[src/rtl/joy_db15_pkg.sv]
// joy_db15_pkg: shared frame constants, button indices and transmitter states
package joy_db15_pkg;
  localparam int BITS_DEFAULT = 12;
  localparam int FRAME_BITS = 2 * BITS_DEFAULT;
  localparam int BTN_R = 0;
  localparam int BTN_L = 1;
  localparam int BTN_D = 2;
  localparam int BTN_U = 3;
  localparam int BTN_A = 4;
  localparam int BTN_B = 5;
  localparam int BTN_C = 6;
  localparam int BTN_D2 = 7;
  localparam int BTN_E = 8;
  localparam int BTN_F = 9;
  localparam int BTN_S = 10;
  localparam int BTN_M = 11;
  typedef enum logic [1:0] {IDLE, LOAD, SHIFT, DONE} tx_state_t;
endpackage

[src/rtl/joy_db15_tx_sync_edge.sv]
// sync_edge: multi-flop synchronizer with rising-edge detect, idles high out of reset
module sync_edge #(
  parameter int STAGES = 2
) (
  input  logic clk,
  input  logic reset_n,
  input  logic din,
  output logic level,
  output logic rise
);
  logic [STAGES-1:0] sync_q, sync_d;
  logic prev_q, prev_d;
  always_comb begin
    sync_d = {sync_q[STAGES-2:0], din};
    prev_d = sync_q[STAGES-1];
  end
  always_ff @(posedge clk or negedge reset_n) begin
    if (!reset_n) begin
      sync_q <= '1;
      prev_q <= 1'b1;
    end else begin
      sync_q <= sync_d;
      prev_q <= prev_d;
    end
  end
  assign level = sync_q[STAGES-1];
  assign rise = level & ~prev_q;
endmodule

[src/rtl/joy_db15_tx.sv]
// joy_db15_tx: 74HC165-style serial transmitter for two DB15 joystick words
module joy_db15_tx
  import joy_db15_pkg::*;
#(
  parameter int BITS_PER_PLAYER = FRAME_BITS / 2,
  parameter int SYNC_STAGES = 2
) (
  input  logic                       clk,
  input  logic                       reset_n,
  input  logic [BITS_PER_PLAYER-1:0] joystick1,
  input  logic [BITS_PER_PLAYER-1:0] joystick2,
  input  logic                       joy_load,
  input  logic                       joy_clk,
  output logic                       joy_data,
  output logic                       busy,
  output logic                       frame_done
);
  localparam int FRAME = 2 * BITS_PER_PLAYER;
  localparam int CW = $clog2(FRAME);
  localparam logic [CW-1:0] PENULT = CW'(FRAME - 2);
  tx_state_t state_q, state_d;
  logic [FRAME-1:0] shift_q, shift_d;
  logic [CW-1:0] cnt_q, cnt_d;
  logic data_q, data_d, busy_q, busy_d, done_q, done_d;
  logic load_lvl, load_rise, clk_rise, unused_clk_level;
  sync_edge #(.STAGES(SYNC_STAGES)) u_load (
    .clk(clk), .reset_n(reset_n), .din(joy_load), .level(load_lvl), .rise(load_rise)
  );
  sync_edge #(.STAGES(SYNC_STAGES)) u_clk (
    .clk(clk), .reset_n(reset_n), .din(joy_clk), .level(unused_clk_level), .rise(clk_rise)
  );
  always_comb begin
    state_d = state_q;
    shift_d = shift_q;
    cnt_d = cnt_q;
    data_d = data_q;
    busy_d = busy_q;
    done_d = 1'b0;
    // load is transparent and outranks any joy_clk edge in the same cycle
    if (!load_lvl) begin
      state_d = LOAD;
      shift_d = {~joystick2, ~joystick1};
      cnt_d = '0;
      data_d = ~joystick1[0];
      busy_d = 1'b1;
    end else begin
      case (state_q)
        IDLE: begin
          data_d = 1'b1;
          busy_d = 1'b0;
        end
        LOAD: state_d = load_rise ? SHIFT : LOAD;
        SHIFT: if (clk_rise) begin
          shift_d = {1'b1, shift_q[FRAME-1:1]};
          data_d = shift_q[1];
          cnt_d = cnt_q + 1'b1;
          if (cnt_q == PENULT) begin
            done_d = 1'b1;
            busy_d = 1'b0;
            state_d = DONE;
          end
        end
        DONE: if (clk_rise) begin
          shift_d = {1'b1, shift_q[FRAME-1:1]};
          data_d = shift_q[1];
        end
        default: state_d = IDLE;
      endcase
    end
  end
  always_ff @(posedge clk or negedge reset_n) begin
    if (!reset_n) begin
      state_q <= IDLE;
      shift_q <= '1;
      cnt_q <= '0;
      data_q <= 1'b1;
      busy_q <= 1'b0;
      done_q <= 1'b0;
    end else begin
      state_q <= state_d;
      shift_q <= shift_d;
      cnt_q <= cnt_d;
      data_q <= data_d;
      busy_q <= busy_d;
      done_q <= done_d;
    end
  end
  assign joy_data = data_q;
  assign busy = busy_q;
  assign frame_done = done_q;
endmodule

[config.mk]
export PLATFORM = sky130hd
export DESIGN_NAME = joy_db15_tx
export DESIGN_NICKNAME = d
export VERILOG_FILES = /design/src/rtl/joy_db15_pkg.sv /design/src/rtl/joy_db15_tx_sync_edge.sv /design/src/rtl/joy_db15_tx.sv
export SDC_FILE = /design/constraint.sdc
export NUM_CORES = 1
export LEC_CHECK = 0
export ABC_AREA = 1
export BUFFER_PORTS_ARGS = -buffer_cell sky130_fd_sc_hd__buf_4
export CAP_MARGIN = 20
export CELL_PAD_IN_SITES_DETAIL_PLACEMENT = 1
export CELL_PAD_IN_SITES_GLOBAL_PLACEMENT = 1
export CORE_ASPECT_RATIO = 0.75
export CORE_MARGIN = 4
export CORE_UTILIZATION = 40
export DETAILED_ROUTE_END_ITERATION = 16
export GPL_TIMING_DRIVEN = 0
export PLACE_DENSITY_LB_ADDON = 0.1
export SLEW_MARGIN = 20
export SYNTH_ARGS = -nofsm -noshare
export SYNTH_HDL_FRONTEND = slang
export SYNTH_SLANG_ARGS = --single-unit
[constraint.sdc]
create_clock -name clk -period 1.5 [get_ports clk]
set_clock_uncertainty 0.1 [all_clocks]
set_input_delay 0 -clock clk [delete_from_list [all_inputs] [get_ports clk]]
set_output_delay 0 -clock clk [all_outputs]
set_load 0.02 [all_outputs]
==> out/metrics.csv, run 1 <==
metric,value,unit
wl,5540,um
status,"finished, violations left",
arrival,1630,ps
holdCritPathClass,input port to async pin,
violations,setup timing,
worst_slack,-4.71,ps
p_per_area,1440,mW/mm^2
comb_power_share,0.361,
finalInstanceArea,0.00277,sq mm
wl_per_cell,15.2,um
worst-endpoint-required,1630,ps
port_buffers,30,
yosys_warnings,0,
setup_viol,1,
p_total,4.00,mW
r2r_slack,-5,ps
syn_area_per_cell,8.18,sq um
num_rows,21,
worstPathMaxFanout,6,
ys.flop_type,dfstp_2,
leakage,1.31,nW
path_clk_slew,80,ps
numClockSinks,39,
drv_cap,0,
crit_end,shift_q[20]$_DFFE_PN1P_,
setup_tns,-4.71,ps
period_share,1.00,
synth_async_sr_flop_share,1.00,
grt_pass1_wl,8960,um
cts_tree,built,
power_switching,1.33,mW
crit_start,state_q[0]$_DFFE_PN0P_,
coreArea,0.00452,sq mm
io_pins,31,
dp_hpwl,3200,um
cts_buffers,5,
clock_latency,290,ps
grt_max_degree,40,
p_sw_frac,0.333,
start_util,0.418,
place_congestion,0.775,
min_period,1500,ps
drtIter0Drc,81,
mostFrequentLayoutCells,"nand2_1 (92), buf_4 (38), dfstp_2 (30)",
dr.pass1.iters,4,
antenna_cells,0,
p_clk_frac,0.195,
crit_type,register to register,
placed_cell_area,0.00219,sq mm
ant_nets,0,
finalMaxSlewViolations,0,
cp-end-kind,register,
cts.htree.levels,2,
syn_nets,264,
grt_pass1_vias,1840,
layout.nets,338,
synth_edf_count,0,
track_usage,0.198,
vias,1790,
place_ws,-156,ps
gr-total-overflow,0,
ys_seq_area_frac,0.536,
final_hold_viol_count,0,
die_area,0.00590,sq mm
timing.rr.start,state_q[0]$_DFFE_PN0P_,
synth_seq_cells,39,
viasPerCell,4.93,
worst_setup_path_start_kind,register,
drive_gt1_frac,0.395,
grt_setup_unrepaired,yes,
area_growth,46.7,%
synth_area,0.00189,sq mm
slew_headroom,0.664,
ir_worst_vdd,0.716,mV
final_common_cell,nand2_1,
seqPwrFrac,0.445,
yosysUniqueCellTypes,24,
p_int,2.67,mW
cts_buffer_depth,2,
antenna_found_initial,0,
synth_cells,231,
die_h,67.5,um
r2r-end,shift_q[20]$_DFFE_PN1P_,
worstMarginPinSlew,504,ps
r2r_cells,9,
fmax,665,MHz
fp.dieW,87.4,um
root_buffer,clkbuf_8,
route.detailed.drc,0,
## flip-flops by register name, summed over array words and instances (netlist names)
register and flops:
shift_q 23, cnt_q 5, state_q 2, u_clk.sync_q 2, u_load.sync_q 2, busy 1
frame_done 1, joy_data 1, u_clk.prev_q 1, u_load.prev_q 1
## logic make-up (layout without fill, tap and decap cells)
group / after synthesis / in the layout / synth area share
AO/OA/AOI/OAI: 28 / 28 / 0.0754
XOR/XNOR: 1 / 1 / 0.00463
adder cells (fa/ha/maj): 5 / 5 / 0.0331
buffers and inverters: 20 / 95 / 0.0582
flip-flops: 39 / 39 / 0.536
AND/OR/NAND/NOR: 138 / 138 / 0.293
## metrics by stage
stage / hold WS [ps] / util / std cells
finish: 119 / 0.614 / 363
detailed placement: -98.7 / 0.484 / 318
global route: 179 / 0.614 / 363
floorplan: -396 / - / 231
CTS: 127 / 0.582 / 358
global placement: -98.8 / 0.484 / 318
## synth_stat cells (2+ instances only)
cell	instances	share of area
buf_4	2	0.0079
nand4_1	3	0.0099
a21oi_1	2	0.0053
dfrtp_1	9	0.12
o21ai_0	24	0.064
nand3_1	6	0.016
buf_2	4	0.011
ha_1	5	0.033
inv_2	2	0.0040
nor2_1	9	0.018
nand2_1	114	0.23
dfstp_2	30	0.42
buf_6	3	0.018
inv_1	8	0.016
## power by group through the flow
| stage | logic (mW) | registers (mW) | clock network [mW] |
|---|---|---|---|
| after floorplan | 0.705 | 1.76 | 0 |
| after global placement | 0.982 | 1.77 | 0 |
| after detailed placement | 1.03 | 1.78 | 0 |
| after CTS | 1.22 | 1.76 | 0.800 |
| after global routing | 1.63 | 1.83 | 0.842 |
| final | 1.45 | 1.78 | 0.779 |
## area by class of cell
class                   count  area (sq um)
repair buffers             67           596
clock buffers               8           100
multi-input cells         172           862
inverters                  10          45.0
flip-flops and latches     39          1010
fillers                   536          1750
well taps                  57          71.3
plain buffers              10          83.8
## critical path: stages, from the launching register on
cell and delay [ps]:
dfrtp_1 410, buf_6 130, ha_4 150, nor2_4 100
nand2_2 80, nand2_4 140, inv_8 60, clkbuf_16 160
nand2_2 50, nand2_1 50
## routing by layer
metal	track usage	share of wire	up-vias
met2	0.315	0.49	36
li1	-	-	872
met1	0.273	0.46	874
met4	0.0651	0.015	0
met3	0.0366	0.034	8
met5	0	0	-
## worst min path at each step
stage,startpoint,endpoint,slack (ps),cells after the start
detailed placement,reset_n,cnt_q[0]$_DFFE_PN0P_,-100,1
global route,reset_n,cnt_q[3]$_DFFE_PN0P_,180,2
finish,reset_n,cnt_q[4]$_DFFE_PN0P_,120,2
global placement,reset_n,cnt_q[4]$_DFFE_PN0P_,-100,1
floorplan,reset_n,busy$_DFFE_PN0P_,-400,0
CTS,reset_n,cnt_q[0]$_DFFE_PN0P_,130,2
## timing repair
item,4_1_cts,5_1_grt
hold buffers,27,0
pin swaps,1,6
setup endpoints to repair,29,26
resized for setup,10,32
endpoints found under the hold margin,65,0
cloned,1,1
setup buffers,4,4
No activity file was read; power rests on OpenSTA's default activity.
==> inputs of run 2 (changes only) <==
Settings changed: ABC_AREA 1 to not set.
Clock period 1.5 ns to 1.9 ns, I/O delays scaled along.
==> out/metrics.csv, run 2 <==
metric,value,unit,change
finalMaxSlewViolations,0,,unchanged
vias,1704,,-4.8%
yosys.area_share.simple,0.199,,-0.0939
gr-total-overflow,0,,unchanged
port_buffers,30,,unchanged
worst_setup_path_start_kind,register,,
yosys_warnings,0,,unchanged
cts_buffer_depth,2,,unchanged
path_clk_slew,90,ps,about the same
ys_seq_area_frac,0.522,,-0.0138
worstMarginPinSlew,491,ps,-12.5 ps
synth_area_leaders,"dfstp_2 (41%), dfrtp_1 (12%), a31oi_1 (7.1%)",,
syn_area_per_cell,10.2,sq um,+25%
synthAdderAreaFrac,0.0322,,-0.000853
grt_pass1_vias,1832,,-0.43%
die_h,68.3,um,+1.2%
holdCritPathClass,input port to async pin,,
drv_cap,0,,unchanged
antenna_found_initial,0,,unchanged
cts_buffers,5,,unchanged
io_pins,31,,unchanged
p_per_area,1030,mW/mm^2,-29%
fin_util,0.576,,-0.0380
cts.htree.levels,2,,unchanged
track_usage,0.208,,+0.0104
muxShareOfSynthArea,0.0155,,+0.0155
synth.most_common_cell,dfstp_2,,
final_hold_viol_count,0,,unchanged
period_share,0.930,,-0.0736
antenna_cells,0,,unchanged
min_period,1770,ps,+261 ps
synth_area,0.00194,sq mm,+2.6%
layout.nets,287,,-15%
clock_latency,300,ps,about the same
crit_type,register to register,,
numClockSinks,39,,unchanged
slew_headroom,0.673,,+0.00833
crit_start,u_load.sync_q[1]$_DFF_PN1_,,
grt_max_degree,40,,unchanged
synth_top_area_cell,dfstp_2,,
yosysTopAreaCellShare,0.406,,-0.0108
num_rows,21,,unchanged
ir_worst_vdd,0.608,mV,-15%
fp.dieW,88.4,um,+1.2%
synth_xor_area_frac,0.00903,,+0.00439
setup_tns,0,ps,+4.71 ps
critical_path_buf_inv_count,2,,-1
worst_path_max_delay_cell,dfstp_2,,
place_congestion,0.768,,-0.92%
coreArea,0.00457,sq mm,+1.2%
drive_gt1_frac,0.333,,-0.0621
path_cells,clkbuf_2 > clkbuf_1 > and2b_1 > a31oi_1,,
final_common_cell,buf_4,,
synth_compound_area_frac,0.166,,+0.0903
dp_hpwl,3530,um,+10%
viasPerCell,5.46,,+11%
worstPathMaxFanout,10,,+4
ant_nets,0,,unchanged
synth_top_family_by_area,simple AND/OR/NAND/NOR gates,,
largest_reg_flops,23,,unchanged
arrival,1890,ps,+260 ps
p_total,2.70,mW,-33%
cpLargestDelayFamily,buffers and inverters,,
route.detailed.drc,0,,unchanged
mostFrequentLayoutCells,"buf_4 (32), dfstp_2 (30), dlygate4sd3_1 (27)",,
synth_cells,190,,-18%
fmax,566,MHz,-15%
synth_async_sr_flop_share,1.00,,unchanged
cts_tree,built,,
timing.rr.start,u_load.sync_q[1]$_DFF_PN1_,,
synth_seq_cells,39,,unchanged
slowest_delay,560,ps,+150 ps
synth_edf_count,0,,unchanged
start_util,0.424,,+0.00614
regMostFlops,shift_q,,
dr.pass1.iters,4,,unchanged
setup_viol,0,,-1
drtIter0Drc,64,,-21%
grt_setup_unrepaired,no,,
grt_pass1_wl,9490,um,+5.8%
top_regs,"shift_q x23, cnt_q x5",,
wl_per_cell,17.9,um,+17%
status,"finished, final reports clean",,
syn_nets,223,,-16%
worst-endpoint-required,2020,ps,+390 ps
netlist_top_cells_count,"dfstp_2 (30), o21ai_0 (23), a31oi_1 (22), nand3_1 (22), nor2b_1 (16)",,
ys.flop_type,dfstp_2,,
area_growth,35.6,%,
cp-end-kind,register,,
wl,5580,um,+0.76%
root_buffer,clkbuf_8,,
yosysUniqueCellTypes,37,,+54%
die_area,0.00604,sq mm,+2.4%
leakage,1.10,nW,-16%
[run 2: changes by cell type in the layout (fill, tap and decap cells not counted), moves of 3 or more]
| cell | change |
|---|---|
| nand2_1 | -89 |
| nand2_2 | -23 |
| a31oi_1 | +22 |
| nand3_1 | +17 |
| nor2b_1 | +16 |
| and2b_1 | +7 |
| buf_4 | -6 |
| buf_2 | +3 |
| buf_6 | -3 |
| inv_1 | -3 |
| mux2i_1 | +3 |
| nand2b_1 | +3 |
| nor2_1 | -3 |
[run 2: per-layer routing]
metal | wire, um | up-vias | GRT usage
met4 | 39 | 0 | 0.0453
met1 | 2500 | 867 | 0.275
met2 | 2830 | 27 | 0.352
met5 | 0 | - | 0
li1 | - | 805 | -
met3 | 207 | 5 | 0.0469
[run 2: power breakdown]
| part | internal [mW] | switching (mW) |
|---|---|---|
| combinational | 0.385 | 0.495 |
| sequential | 1.02 | 0.0849 |
| clock | 0.391 | 0.324 |
| total | 1.80 | 0.903 |
[run 2: path summary, 6_finish.rpt]
path	to	slack [ps]	cells past startpoint
setup / recovery	shift_q[22]$_DFFE_PN1P_	130	4
hold / removal	cnt_q[4]$_DFFE_PN0P_	110	2
setup reg to reg	shift_q[22]$_DFFE_PN1P_	130	4
hold reg to reg	u_clk.sync_q[1]$_DFF_PN1_	260	0
max in group asynchronous	shift_q[2]$_DFFE_PN1P_	1230	2
min in group clk	u_load.sync_q[0]$_DFF_PN1_	250	2
[run 2: repair_timing]
action                                  in CTS  in global routing
resized for setup                            2                  6
endpoints found under the setup margin       5                 21
endpoints found under the hold margin       65                  0
buffers inserted                             0                  0
hold buffers                                27                  0
[run 2: metrics by stage]
step                cells  area [sq um]  hold WS [ps]  worst slack (ps)
global route          312          2630           155              22.4
CTS                   312          2620           122               102
detailed placement    277          2240         -99.1              5.97
global placement      277          2240          -106              74.9
floorplan             190          1940          -396               363
finish                312          2630           107               134
[run 2: final cells by class]
class	instances	area (sq um)
inverters	4	15.0
plain buffers	17	101
flip-flops and latches	39	1010
repair buffers	57	495
multi-input cells	130	822
well taps	57	71.3
clock inverters	3	43.8
fillers	513	1940
clock buffers	5	68.8
[run 2: logic make-up (layout without fill, tap and decap cells)]
logic type,after synthesis,after routing
and+or+nand+nor,66,66
AOI/OAI and AO/OA,54,54
DFF,39,39
buffers and inverters,21,86
adders and majority gates,5,5
muxes,3,3
xor gates and xnor gates,2,2
==> inputs of run 3 (changes only) <==
Settings changed: BUFFER_PORTS_ARGS -buffer_cell sky130_fd_sc_hd__buf_4 to not set, CORE_UTILIZATION 40 to 50, DONT_BUFFER_PORTS set to 1.
==> out/metrics.csv, run 3 (synthesis results as in run 2) <==
metric,value,unit,change
status,"finished, final reports clean",,
fmax,562,MHz,-0.81%
numClockSinks,39,,unchanged
place_congestion,0.769,,+0.12%
path_clk_slew,80,ps,about the same
leakage,0.969,nW,-12%
wl,5560,um,-0.38%
dp_hpwl,3270,um,-7.4%
die_area,0.00495,sq mm,-18%
period_share,0.937,,+0.00763
dp.cells,242,,-13%
largest_reg_flops,23,,unchanged
port_buffers,0,,-100%
drive_gt1_frac,0.243,,-0.0900
final_common_cell,dfstp_2,,
layout.nets,258,,-10%
die_h,62.0,um,-9.3%
start_util,0.523,,+0.0988
clock_latency,300,ps,about the same
cts.htree.levels,2,,unchanged
p_per_area,1110,mW/mm^2,+8.2%
worst_path_max_delay_cell,dfrtp_1,,
ff_latch_area,0.00101,sq mm,unchanged
regMostFlops,shift_q,,
worstPathMaxFanout,10,,unchanged
viasPerCell,5.98,,+9.5%
slowest_delay,430,ps,-130 ps
path_cells,inv_1 > ha_4 > or2_1 > buf_6 > buf_4 > nand3_1 > a31oi_1,,
fillers,411,,-20%
route.detailed.drc,0,,unchanged
cts_tree,built,,
finalMaxSlewViolations,0,,unchanged
slew_headroom,0.716,,+0.0433
area_growth,25.3,%,
cts_buffers,5,,unchanged
ir_worst_vdd,0.592,mV,-2.7%
io_pins,31,,unchanged
min_period,1780,ps,+14.5 ps
wl_per_cell,20.0,um,+12%
top_regs,"shift_q x23, cnt_q x5",,
drv_cap,0,,unchanged
gr-total-overflow,0,,unchanged
dr.pass1.iters,4,,unchanged
final_hold_viol_count,0,,unchanged
worst_setup_path_start_kind,register,,
grt_max_degree,40,,unchanged
grt_pass1_vias,1709,,-6.7%
worstMarginPinSlew,426,ps,-65.0 ps
worst_slack,119,ps,-14.5 ps
cts_buffer_depth,2,,unchanged
stdcell_count,278,,-11%
cts_setup_buffers,0,,unchanged
p_total,2.70,mW,about the same
grt_setup_unrepaired,no,,
arrival,1890,ps,about the same
fp.dieW,79.9,um,-9.6%
coreArea,0.00371,sq mm,-19%
root_buffer,clkbuf_8,,
holdCritPathClass,input port to async pin,,
cp-end-kind,register,,
worst-endpoint-required,2010,ps,about the same
grt_pass1_wl,8780,um,-7.5%
vias,1663,,-2.4%
num_rows,19,,-9.5%
hold_ws,59.8,ps,-47.1 ps
drtIter0Drc,82,,+28%
antenna_cells,0,,unchanged
place_ws,-34.9,ps,-40.9 ps
mostFrequentLayoutCells,"dfstp_2 (30), dlygate4sd3_1 (27), o21ai_0 (23)",,
multi_input_area,832,sq um,+1.2%
ant_nets,0,,unchanged
crit_type,register to register,,
track_usage,0.238,,+0.0299
antenna_found_initial,0,,unchanged
setup_viol,0,,unchanged
run 3: cell type report:
cell class | count | share of cell area
flip-flops and latches | 39 | 0.417
multi-input cells | 130 | 0.342
repair buffers | 28 | 0.119
plain buffers | 17 | 0.0401
clock buffers | 6 | 0.0340
well taps | 52 | 0.0268
clock inverters | 2 | 0.0144
inverters | 4 | 0.00618
run 3: report_power, final:
part | switching, mW | internal [mW]
logic | 0.493 | 0.346
registers | 0.110 | 1.02
clock network | 0.304 | 0.425
run 3: routing by layer:
layer  vias to the layer above  global-route usage  wire length, um
met1                       869               0.316             2510
met4                         0              0.0747               51
met5                         -                   0                0
met3                         6              0.0504              220
met2                        37               0.400             2770
li1                        751                   -                -
run 3: critical path: cells and delay by family (launching register included):
| family | cells | cell delay (ps) |
|---|---|---|
| buffers and inverters | 3 | 470 |
| AOI/OAI and AO/OA | 1 | 230 |
| DFF | 1 | 430 |
| adders and majority gates | 1 | 210 |
| and+or+nand+nor | 2 | 240 |
run 3: worst paths after layout:
path                                                 start                          to  slack (ps)  depth (start not counted)
worst max-delay path                state_q[0]$_DFFE_PN0P_     shift_q[17]$_DFFE_PN1P_         120                          7
worst min-delay path                               reset_n        frame_done$_DFF_PN0_          60                          2
worst max register to register      state_q[0]$_DFFE_PN0P_     shift_q[17]$_DFFE_PN1P_         120                          7
worst min register to register  u_load.sync_q[0]$_DFF_PN1_  u_load.sync_q[1]$_DFF_PN1_         260                          0
max in group asynchronous                          reset_n     shift_q[17]$_DFFE_PN1P_        1380                          2
min in group clk                                   joy_clk   u_clk.sync_q[0]$_DFF_PN1_         140                          1
run 3: timing repair:
item / 4_1_cts / 5_1_grt
setup endpoints to repair: 13 / 20
hold buffers: 28 / 0
hold endpoints to repair: 65 / 0
gates resized for setup: 2 / 3
run 3: through the flow:
step	cell area, sq um	util	setup TNS, ps
3_3_place_gp	2010	0.541	0
2_1_floorplan	1940	-	0
5_1_grt	2430	0.656	0
3_5_place_dp	2010	0.541	-79.3
6_report	2430	0.656	0
4_1_cts	2420	0.651	0
